File: config.mk
export PLATFORM = sky130hd
export DESIGN_NAME = rf_scoreboard
export DESIGN_NICKNAME = d
export VERILOG_FILES = /design/src/rtl/rf_scoreboard.sv
export SDC_FILE = /design/constraint.sdc
export NUM_CORES = 1
export LEC_CHECK = 0
export CAP_MARGIN = 40
export CORE_MARGIN = 3
export CORE_UTILIZATION = 46
export DETAILED_ROUTE_END_ITERATION = 8
export PLACE_DENSITY_LB_ADDON = 0.15
export SKIP_CTS_REPAIR_TIMING = 1
export SLEW_MARGIN = 25
export SYNTH_ARGS = -nofsm -noshare
export SYNTH_HDL_FRONTEND = slang
export SYNTH_SLANG_ARGS = --single-unit
File: constraint.sdc
create_clock -name clk -period 2.6 [get_ports clk]
set_clock_uncertainty 0.2 [all_clocks]
set_input_delay 0.39 -clock clk [delete_from_list [all_inputs] [get_ports clk]]
set_output_delay 0.39 -clock clk [all_outputs]
set_load 0.02 [all_outputs]
File: src/rtl/rf_scoreboard.sv
// Register-busy scoreboard: stalls issue on RAW/WAW hazards, tracks in-flight rf writes.
// Optional macro RF_SCOREBOARD_WB_BYPASS_EN treats a register being written back this cycle as free.
module rf_scoreboard #(
  parameter int unsigned MAX_INFLIGHT = 4,
  parameter int unsigned CNT_W        = $clog2(MAX_INFLIGHT + 1)
) (
  input  logic             clk,
  input  logic             reset,
  input  logic             issue_valid,
  output logic             issue_ready,
  input  logic [4:0]       issue_rs1_addr,
  input  logic             issue_rs1_used,
  input  logic [4:0]       issue_rs2_addr,
  input  logic             issue_rs2_used,
  input  logic [4:0]       issue_rd_addr,
  input  logic             issue_rd_we,
  input  logic             wb_valid,
  input  logic [4:0]       wb_rd_addr,
  input  logic             flush,
  output logic [31:0]      busy_vec,
  output logic [CNT_W-1:0] inflight_cnt,
  output logic             wb_err
);

  logic [31:0]      busy_q, busy_d, busy_eff, wb_mask;
  logic [CNT_W-1:0] cnt_q, cnt_d, cnt_eff;
  logic             wb_err_q, wb_err_d;
  logic             wb_hit, wb_frees, rd_nz, raw1, raw2, waw, full, set_rd;

  always_comb begin
    wb_hit   = wb_valid & ~flush & (wb_rd_addr != 5'd0);
    wb_frees = wb_hit & busy_q[wb_rd_addr];
    wb_mask  = 32'd1 << wb_rd_addr;
`ifdef RF_SCOREBOARD_WB_BYPASS_EN
    // Relies on the rf write-through forward path to supply the value being written.
    busy_eff = wb_hit ? (busy_q & ~wb_mask) : busy_q;
    cnt_eff  = cnt_q - CNT_W'(wb_frees);
`else
    busy_eff = busy_q;
    cnt_eff  = cnt_q;
`endif
  end

  always_comb begin
    rd_nz       = issue_rd_addr != 5'd0;
    raw1        = issue_rs1_used & busy_eff[issue_rs1_addr];
    raw2        = issue_rs2_used & busy_eff[issue_rs2_addr];
    waw         = issue_rd_we & rd_nz & busy_eff[issue_rd_addr];
    full        = issue_rd_we & rd_nz & (cnt_eff == CNT_W'(MAX_INFLIGHT));
    issue_ready = ~flush & ~raw1 & ~raw2 & ~waw & ~full;
    set_rd      = issue_valid & issue_ready & issue_rd_we & rd_nz;
  end

  always_comb begin
    busy_d   = busy_q;
    cnt_d    = cnt_q;
    wb_err_d = 1'b0;
    if (flush) begin
      busy_d = '0;
      cnt_d  = '0;
    end else begin
      wb_err_d = wb_hit & ~busy_q[wb_rd_addr];
      if (wb_frees) busy_d = busy_d & ~wb_mask;
      // Set after clear so a same-register set wins (bypass builds only).
      if (set_rd) busy_d[issue_rd_addr] = 1'b1;
      if (set_rd && !wb_frees)      cnt_d = cnt_q + CNT_W'(1);
      else if (!set_rd && wb_frees) cnt_d = cnt_q - CNT_W'(1);
    end
    busy_d[0] = 1'b0;
  end

  always_ff @(posedge clk or posedge reset) begin
    if (reset) begin
      busy_q   <= '0;
      cnt_q    <= '0;
      wb_err_q <= 1'b0;
    end else begin
      busy_q   <= busy_d;
      cnt_q    <= cnt_d;
      wb_err_q <= wb_err_d;
    end
  end

  assign busy_vec     = busy_q;
  assign inflight_cnt = cnt_q;
  assign wb_err       = wb_err_q;

endmodule

==> reports/metrics.cfg, run 1 <==
[power]
power_frac_seq = 0.369
p_sw_frac = 0.293
intPower_w = 0.00109
powerDensity_nw_per_um2 = 314
leakage_nw = 2.12
comb_power_share = 0.291
clock_power_share = 0.341
switchingPower_w = 0.000449
peakVddDrop_v = 0.000459
total_power_w = 0.00153

[status]
status = finished with violations
violations = negative setup slack

[placement]
routabilityCongestion = 0.974
dp_hpwl_um = 8390
dpl_cell_area_um2 = 4230
portBuffers = 63

[cells_and_area]
drive_gt1_frac = 0.450
area_growth_pct = 71.4
multi_input_area_um2 = 2140
n_antenna_cell = 0
fin_nets = 477
register_area_um2 = 878
fillCellCount = 337
final_cell_mix = buf_4, clkdlybuf4s50_1, dfrtp_1, o211ai_1, nand2_1
stdcell_area_um2 = 4890
layout_commonest_cell = buf_4

[drt]
drc = 0
via_per_inst = 6.71
first_pass_iters = 5
vias = 3518
drtIter0Drc = 438
wl_per_cell_um = 23.7
drtAntennaViolNets = 0
wl_um = 12400

[clocking]
clk_pin_slew_ns = 0.08
clk_latency_ns = 0.29
cts_num_sinks = 35
numCtsBuffers = 5
htree_levels = 2
cts_tree = built
clockRootBuffer = clkbuf_8
cts_buffer_depth = 2

[synth]
synth_flop_cell = dfrtp_1
synth_seq_cells = 35
syn_inst = 284
syn_area_um2 = 2850
async_reset_ff_frac = 1.00
yosysSeqAreaShare = 0.307
synth_warnings = 0
synth_cell_types = 54
synth_nets = 313
synth.avg_cell_area_um2 = 10.0
synth_edf_count = 0

[critical_path]
crit_path_start_kind = register
required_ns = 2.58
worstPathArrival_ns = 3.08
critPathMaxFanout = 5
reg2reg_slack_ns = -0.50
crit_chain = buf_4 -> mux4_1 -> o2111ai_1 -> nand4b_1 -> or2_4 -> nor4_4 -> fa_2 -> o311a_1 -> o21ai_1 -> nor3b_2
max_stage_delay_ns = 0.52
slowest_stage = mux4_1
path_class = reg2reg
end_kind = register

[global_route]
antenna_found_initial = 0
grt_pass1_wl_um = 17100
grt_pass1_vias = 3174
grt_max_degree = 36
overflow = 0
grtUsageTotal = 0.311

[floorplan]
die_h_um = 84.8
rows = 28
die_area_um2 = 7190
io_pins = 65
die_w_um = 84.8
core_um2 = 5960
start_util = 0.479

[job]
drv_cap = 0

[timing]
drv_slew = 0
tns_ns = -13.94
setup_slack_ns = -0.495
holdWs_ns = 0.304
setup_viol = 35
finalHoldViolCount = 0
rsz0062_at_grt = yes
post-route-min-period_ns = 3.10
fmax_ghz = 0.323
period_share = 1.19

[hold_path]
worstHoldPathType = in2async

==> sequential cells by signal (all words and copies together), names as in the netlist <==
register,cells
busy_vec,31
inflight_cnt,3
wb_err,1
==> Yosys cell counts (2+ instances only) <==
cell / n / area share
a21oi_1: 2 / 0.0035
a311oi_1: 2 / 0.0061
and3b_1: 2 / 0.0061
buf_1: 3 / 0.0039
buf_2: 6 / 0.011
clkbuf_1: 7 / 0.0092
dfrtp_1: 35 / 0.31
inv_1: 4 / 0.0053
mux2_2: 6 / 0.024
mux2i_1: 16 / 0.056
mux4_1: 5 / 0.046
mux4_2: 18 / 0.14
nand2_1: 31 / 0.041
nand2b_1: 6 / 0.013
nand3_1: 9 / 0.016
nand3b_1: 6 / 0.016
nand4b_1: 2 / 0.0061
nor2_1: 12 / 0.016
nor2b_1: 9 / 0.020
nor3b_1: 2 / 0.0053
nor4_1: 2 / 0.0044
o211ai_1: 32 / 0.084
o21ai_0: 32 / 0.056
o21ai_1: 2 / 0.0035
o22ai_1: 3 / 0.0066
or2_2: 2 / 0.0044
==> area by class of cell <==
| cell class | instances | area share |
|---|---|---|
| Clock buffer | 6 | 0.0169 |
| Clock inverter | 2 | 0.00716 |
| Inverter | 5 | 0.00384 |
| Multi-Input combinational cell | 225 | 0.438 |
| Sequential cell | 35 | 0.180 |
| Tap cell | 75 | 0.0192 |
| Timing Repair Buffer | 176 | 0.335 |
==> per-stage QoR <==
stage | utilization | setup slack, ns | cells
finish | 0.821 | -0.495 | 524
global route | 0.821 | -0.638 | 524
CTS | 0.730 | -1.28 | 501
detailed placement | 0.710 | -1.25 | 493
global placement | 0.710 | -1.19 | 493
floorplan | - | -0.413 | 284
==> final timing paths <==
path / endpoint / start / depth (start not counted)
worst max-delay path: inflight_cnt[2] / busy_vec[12] / 10
worst min-delay path: busy_vec[10] / reset / 3
worst max register to register: inflight_cnt[2] / busy_vec[12] / 10
worst min register to register: inflight_cnt[0] / inflight_cnt[0] / 1
max in group asynchronous: busy_vec[17] / reset / 3
min in group clk: inflight_cnt[0] / inflight_cnt[0] / 1
==> critical path: cells and delay by family, from the launching register on <==
family | cells | cell delay (ns)
DFF | 1 | 0.40
buffers and inverters | 1 | 0.17
muxes | 1 | 0.52
and+or+nand+nor | 4 | 0.89
AOI/OAI and AO/OA | 3 | 0.54
adders and majority gates | 1 | 0.25
==> power by group through the flow <==
stage | combinational, W | sequential [W] | clock (W)
final | 0.000446 | 0.000566 | 0.000523
after global routing | 0.000470 | 0.000566 | 0.000539
after CTS | 0.000362 | 0.000565 | 0.000517
after detailed placement | 0.000360 | 0.000575 | 0
after global placement | 0.000351 | 0.000574 | 0
after floorplan | 0.000169 | 0.000585 | 0
==> cells by family (layout without fill, tap and decap cells) <==
| kind of cell | after synthesis | count (layout) | synth area share |
|---|---|---|---|
| simple gates | 92 | 92 | 0.175 |
| compound gates | 85 | 85 | 0.197 |
| fa+ha+maj | 1 | 1 | 0.00701 |
| buf+inv | 24 | 189 | 0.0421 |
| flops | 35 | 35 | 0.307 |
| mux | 45 | 45 | 0.268 |
| xor+xnor | 1 | 1 | 0.00307 |
| other cells | 1 | 1 | 0.00131 |
==> layer usage <==
layer / routed length (µm) / GRT usage
met5: 0 / 0
met4: 756 / 0.132
met1: 4440 / 0.419
met2: 5920 / 0.499
met3: 1280 / 0.0491
(Power assumes the default switching activity.)
==> inputs of run 2 (changes only) <==
- clock period: 2.6 -> 2.5 ns (I/O delays scaled with it)
==> reports/metrics.cfg, run 2 (synthesized netlist as in run 1, its figures left out) <==
[cells_and_area]
instances_no_fill = 527  ; was 524
drive_gt1_frac = 0.491  ; was 0.450
fin_nets = 480  ; was 477
layout_commonest_cell = buf_4  ; unchanged
n_antenna_cell = 0  ; unchanged
stdcell_area_um2 = 5000  ; was 4890 µm²
final_cell_mix = buf_4, clkdlybuf4s50_1, o211ai_1, o21ai_2, dfrtp_1  ; was buf_4, clkdlybuf4s50_1, dfrtp_1, o211ai_1, nand2_1
area_growth_pct = 75.3  ; was 71.4%
largest_register_ffs = 31  ; unchanged

[global_route]
grt_max_degree = 36  ; unchanged
grt_pass1_wl_um = 16600  ; was 17,100 µm
antenna_found_initial = 0  ; unchanged
grt_pass1_vias = 3179  ; was 3,174
overflow = 0  ; unchanged
grtUsageTotal = 0.300  ; was 0.311

[status]
status = finished with violations  ; unchanged
violations = negative setup slack  ; unchanged

[clocking]
cts_num_sinks = 35  ; unchanged
cts_buffer_depth = 2  ; unchanged
clk_pin_slew_ns = 0.08  ; about the same
clk_latency_ns = 0.29  ; about the same
clockRootBuffer = clkbuf_8  ; unchanged
cts_tree = built  ; unchanged
numCtsBuffers = 5  ; unchanged
htree_levels = 2  ; unchanged

[hold_path]
worstHoldPathType = in2async  ; unchanged

[floorplan]
io_pins = 65  ; unchanged
die_area_um2 = 7190  ; unchanged
die_w_um = 84.8  ; unchanged
die_h_um = 84.8  ; unchanged
core_um2 = 5960  ; unchanged
start_util = 0.479  ; unchanged
rows = 28  ; unchanged

[drt]
first_pass_iters = 5  ; unchanged
drtIter0Drc = 571  ; was 438
drc = 0  ; unchanged
wl_per_cell_um = 24.7  ; was 23.7 µm
drtAntennaViolNets = 0  ; unchanged
wl_um = 13000  ; was 12,400 µm
vias = 3588  ; was 3,518
via_per_inst = 6.81  ; was 6.71

[critical_path]
cp_common_cell = buf_6
slowest_stage = mux4_1  ; unchanged
end_kind = register  ; unchanged
required_ns = 2.52  ; was 2.58 ns
crit_chain = mux4_1 -> mux2_2 -> nand2_1 -> nand4b_1 -> or2_4 -> buf_6 -> nor3_4 -> buf_6 -> nand3b_1 -> buf_6 -> o21ai_2  ; was buf_4 -> mux4_1 -> o2111ai_1 -> nand4b_1 -> or2_4 -> nor4_4 -> fa_2 -> o311a_1 -> o21ai_1 -> nor3b_2
critPathMaxFanout = 8  ; was 5
max_stage_delay_ns = 0.57  ; was 0.52 ns
worstPathArrival_ns = 3.23  ; was 3.08 ns
path_class = reg2reg  ; unchanged
crit_path_start_kind = register  ; unchanged

[timing]
drv_slew = 0  ; unchanged
setup_viol = 35  ; unchanged
post-route-min-period_ns = 3.21  ; was 3.10 ns
period_share = 1.29  ; was 1.19
rsz0062_at_grt = yes  ; unchanged
finalHoldViolCount = 0  ; unchanged
setup_slack_ns = -0.714  ; was -0.495 ns
fmax_ghz = 0.311  ; was 0.323 GHz

[placement]
routabilityCongestion = 0.923  ; was 0.974
dpl_cell_area_um2 = 4270  ; was 4230 µm²
portBuffers = 63  ; unchanged
place_inst = 495  ; was 493
dp_hpwl_um = 8250  ; was 8390 µm
pre_cts_ws_ns = -1.29  ; was -1.25 ns

[power]
peakVddDrop_v = 0.000338  ; was 0.000459 V
leakage_nw = 2.15  ; was 2.12 nW
powerDensity_nw_per_um2 = 308  ; was 314 nW/µm²

[job]
drv_cap = 0  ; unchanged

==> run 2: stage by stage <==
step | hold WS (ns) | TNS [ns] | utilization | total power (W)
after CTS | 0.295 | -25.53 | 0.734 | 0.00143
after global routing | 0.322 | -20.92 | 0.840 | 0.00159
after detailed placement | 0.317 | -35.33 | 0.717 | 0.000973
after floorplan | 0.239 | -3.90 | - | 0.000789
final | 0.279 | -20.88 | 0.840 | 0.00154
after global placement | 0.309 | -33.70 | 0.717 | 0.000969
==> run 2: cell type report <==
class,count,area [µm²]
clock inverter,1,7.51
tap,75,93.8
fill,302,953
multi-input combinational,225,2180
sequential,35,885
clock buffer,7,96.3
inverter,5,18.8
timing repair buffer,179,1720
==> run 2: worst max-delay path, delay by kind of cell (launching register included) <==
kind,cells,cell delay (ns)
simple gates,5,0.97
mux,2,0.86
buf+inv,3,0.50
flops,1,0.46
compound gates,1,0.14
==> run 2: per-layer routing <==
metal / global-route usage / wire length [µm] / share of wire
met5: 0 / 0 / 0
met4: 0.129 / 859 / 0.066
met3: 0.0500 / 1480 / 0.11
met2: 0.478 / 5960 / 0.46
met1: 0.404 / 4740 / 0.36
==> run 2: worst paths after layout <==
| check | from | to | slack, ns | cells after the start |
|---|---|---|---|---|
| setup / recovery | busy_vec[17] | busy_vec[6] | -0.71 | 11 |
| hold / removal | reset | busy_vec[29] | 0.28 | 3 |
| setup reg to reg | busy_vec[17] | busy_vec[6] | -0.71 | 11 |
| hold reg to reg | inflight_cnt[0] | inflight_cnt[0] | 0.34 | 1 |
| max in group asynchronous | reset | busy_vec[10] | 1.45 | 3 |
| min in group clk | inflight_cnt[0] | inflight_cnt[0] | 0.34 | 1 |
==> run 2: power breakdown <==
| group | switching, W | internal, W | total (W) |
|---|---|---|---|
| Sequential | 0.0000125 | 0.000576 | 0.000588 |
| Clock | 0.000228 | 0.000251 | 0.000479 |
| Combinational | 0.000237 | 0.000235 | 0.000472 |
==> inputs of run 3 (changes only) <==
- CORE_MARGIN: 3 -> 2
- GPL_TIMING_DRIVEN: not set -> 0
- MAX_ROUTING_LAYER: not set -> met4
==> reports/metrics.cfg, run 3 (synthesized netlist as in run 1, its figures left out) <==
[timing]
setup_slack_ns = -0.535  ; was -0.714 ns
setup_viol = 35  ; unchanged
drv_slew = 0  ; unchanged
fmax_ghz = 0.329  ; was 0.311 GHz
post-route-min-period_ns = 3.04  ; was 3.21 ns
period_share = 1.21  ; was 1.29
finalHoldViolCount = 0  ; unchanged
rsz0062_at_grt = yes  ; unchanged
relSlewSlack = 0.650
tightest_slew_ns = 0.521
holdWs_ns = 0.0531  ; was 0.279 ns

[cells_and_area]
layout_commonest_cell = clkdlybuf4s50_1  ; was buf_4
final_cell_mix = clkdlybuf4s50_1, o211ai_1, o21ai_2, nand2_1, buf_4  ; was buf_4, clkdlybuf4s50_1, o211ai_1, o21ai_2, dfrtp_1
largest_register_ffs = 31  ; unchanged
fin_nets = 404  ; was 480
n_antenna_cell = 0  ; unchanged
drive_gt1_frac = 0.410  ; was 0.491
area_growth_pct = 47.0  ; was 75.3%

[clocking]
cts_buffer_depth = 2  ; unchanged
clockRootBuffer = clkbuf_8  ; unchanged
cts_num_sinks = 35  ; unchanged
clk_pin_slew_ns = 0.07  ; was 0.08 ns
clk_latency_ns = 0.29  ; about the same
numCtsBuffers = 5  ; unchanged
cts_tree = built  ; unchanged
htree_levels = 2  ; unchanged

[drt]
wl_um = 9760  ; was 13,000 µm
wl_per_cell_um = 21.6  ; was 24.7 µm
vias = 2963  ; was 3,588
drtAntennaViolNets = 0  ; unchanged
drc = 0  ; unchanged
via_per_inst = 6.57  ; was 6.81
first_pass_iters = 5  ; unchanged
drtIter0Drc = 273  ; was 571

[global_route]
overflow = 0  ; unchanged
grt_pass1_vias = 2648  ; was 3,179
antenna_found_initial = 0  ; unchanged
grtUsageTotal = 0.292  ; was 0.300
grt_pass1_wl_um = 14100  ; was 16,600 µm
grt_max_degree = 36  ; unchanged

[floorplan]
die_h_um = 82.8  ; was 84.8 µm
io_pins = 65  ; unchanged
die_w_um = 82.8  ; was 84.8 µm
core_um2 = 5960  ; unchanged
rows = 28  ; unchanged
die_area_um2 = 6850  ; was 7190 µm²
start_util = 0.479  ; unchanged

[hold_path]
worstHoldPathType = in2async  ; unchanged

[critical_path]
crit_buf_inv = 2  ; was 3
reg2reg_slack_ns = -0.51  ; was -0.71 ns
critPathMaxFanout = 5  ; was 8
end_kind = output pin  ; was register
critical_path.top_delay_family = simple AND/OR/NAND/NOR gates  ; unchanged
crit_path_start_kind = register  ; unchanged
required_ns = 1.92  ; was 2.52 ns
worstPathArrival_ns = 2.46  ; was 3.23 ns
slowest_stage = or4_4  ; was mux4_1
max_stage_delay_ns = 0.55  ; was 0.57 ns
path_class = reg2out  ; was reg2reg
crit_chain = buf_6 -> mux4_2 -> nor2_2 -> o22ai_2 -> or4_4 -> a211oi_2 -> buf_4  ; was mux4_1 -> mux2_2 -> nand2_1 -> nand4b_1 -> or2_4 -> buf_6 -> nor3_4 -> buf_6 -> nand3b_1 -> buf_6 -> o21ai_2

[placement]
routabilityCongestion = 0.917  ; was 0.923
portBuffers = 57  ; was 63
dp_hpwl_um = 6890  ; was 8250 µm
pre_cts_ws_ns = -1.34  ; was -1.29 ns

[power]
clock_power_share = 0.324  ; was 0.311
switchingPower_w = 0.000417  ; was 0.000478 W
p_sw_frac = 0.296  ; was 0.310
power_frac_seq = 0.418  ; was 0.382
intPower_w = 0.000990  ; was 0.00106 W
peakVddDrop_v = 0.000460  ; was 0.000338 V
powerDensity_nw_per_um2 = 335  ; was 308 nW/µm²
comb_power_share = 0.257  ; was 0.306
leakage_nw = 1.61  ; was 2.15 nW

[job]
drv_cap = 0  ; unchanged

[status]
violations = negative setup slack  ; unchanged
status = finished with violations  ; unchanged

run 3: cell count changes in the layout (fill, tap and decap cells not counted), sizes merged:
cell	previous run	this run
buf	114	42
clkbuf	11	12
dlymetal6s2s	9	6
clkdlybuf4s50	52	50
run 3: path summary, 6_finish.rpt:
check,startpoint,end,depth (start not counted)
setup / recovery,busy_vec[17],issue_ready,7
hold reg to reg,inflight_cnt[0],inflight_cnt[0],1
max in group asynchronous,reset,busy_vec[8],3
min in group clk,inflight_cnt[0],inflight_cnt[0],1
setup reg to reg,busy_vec[23],inflight_cnt[2],11
hold / removal,reset,busy_vec[30],2
run 3: per-layer routing:
layer	track usage	vias to the layer above	share of wire
met3	0.0326	22	0.070
met5	-	-	0
li1	-	1302	-
met1	0.413	1474	0.41
met4	0.0672	0	0.019
met2	0.457	165	0.50
run 3: power groups by stage:
stage	clock, W	combinational (W)	sequential, W
after CTS	0.000460	0.000310	0.000588
after detailed placement	0	0.000307	0.000599
after global routing	0.000487	0.000388	0.000589
after floorplan	0	0.000181	0.000608
final	0.000456	0.000362	0.000589
after global placement	0	0.000306	0.000598
run 3: area by class of cell:
class / instances / area, µm²
clock inverter: 1 / 7.51
buffer: 18 / 124
fill: 488 / 1760
sequential: 35 / 901
multi-input combinational: 225 / 2120
clock buffer: 7 / 96.3
timing repair buffer: 85 / 832
inverter: 5 / 18.8
tap: 75 / 93.8
run 3: stage by stage:
| stage | cell area (µm²) | setup TNS (ns) | utilization | instances | total power (W) |
|---|---|---|---|---|---|
| after floorplan | 2930 | -3.90 | - | 284 | 0.000789 |
| after global placement | 3590 | -38.70 | 0.603 | 416 | 0.000904 |
| after detailed placement | 3590 | -38.72 | 0.603 | 416 | 0.000906 |
| after CTS | 3690 | -29.22 | 0.620 | 424 | 0.00136 |
| after global routing | 4190 | -13.43 | 0.704 | 451 | 0.00146 |
| final | 4190 | -11.71 | 0.704 | 451 | 0.00141 |
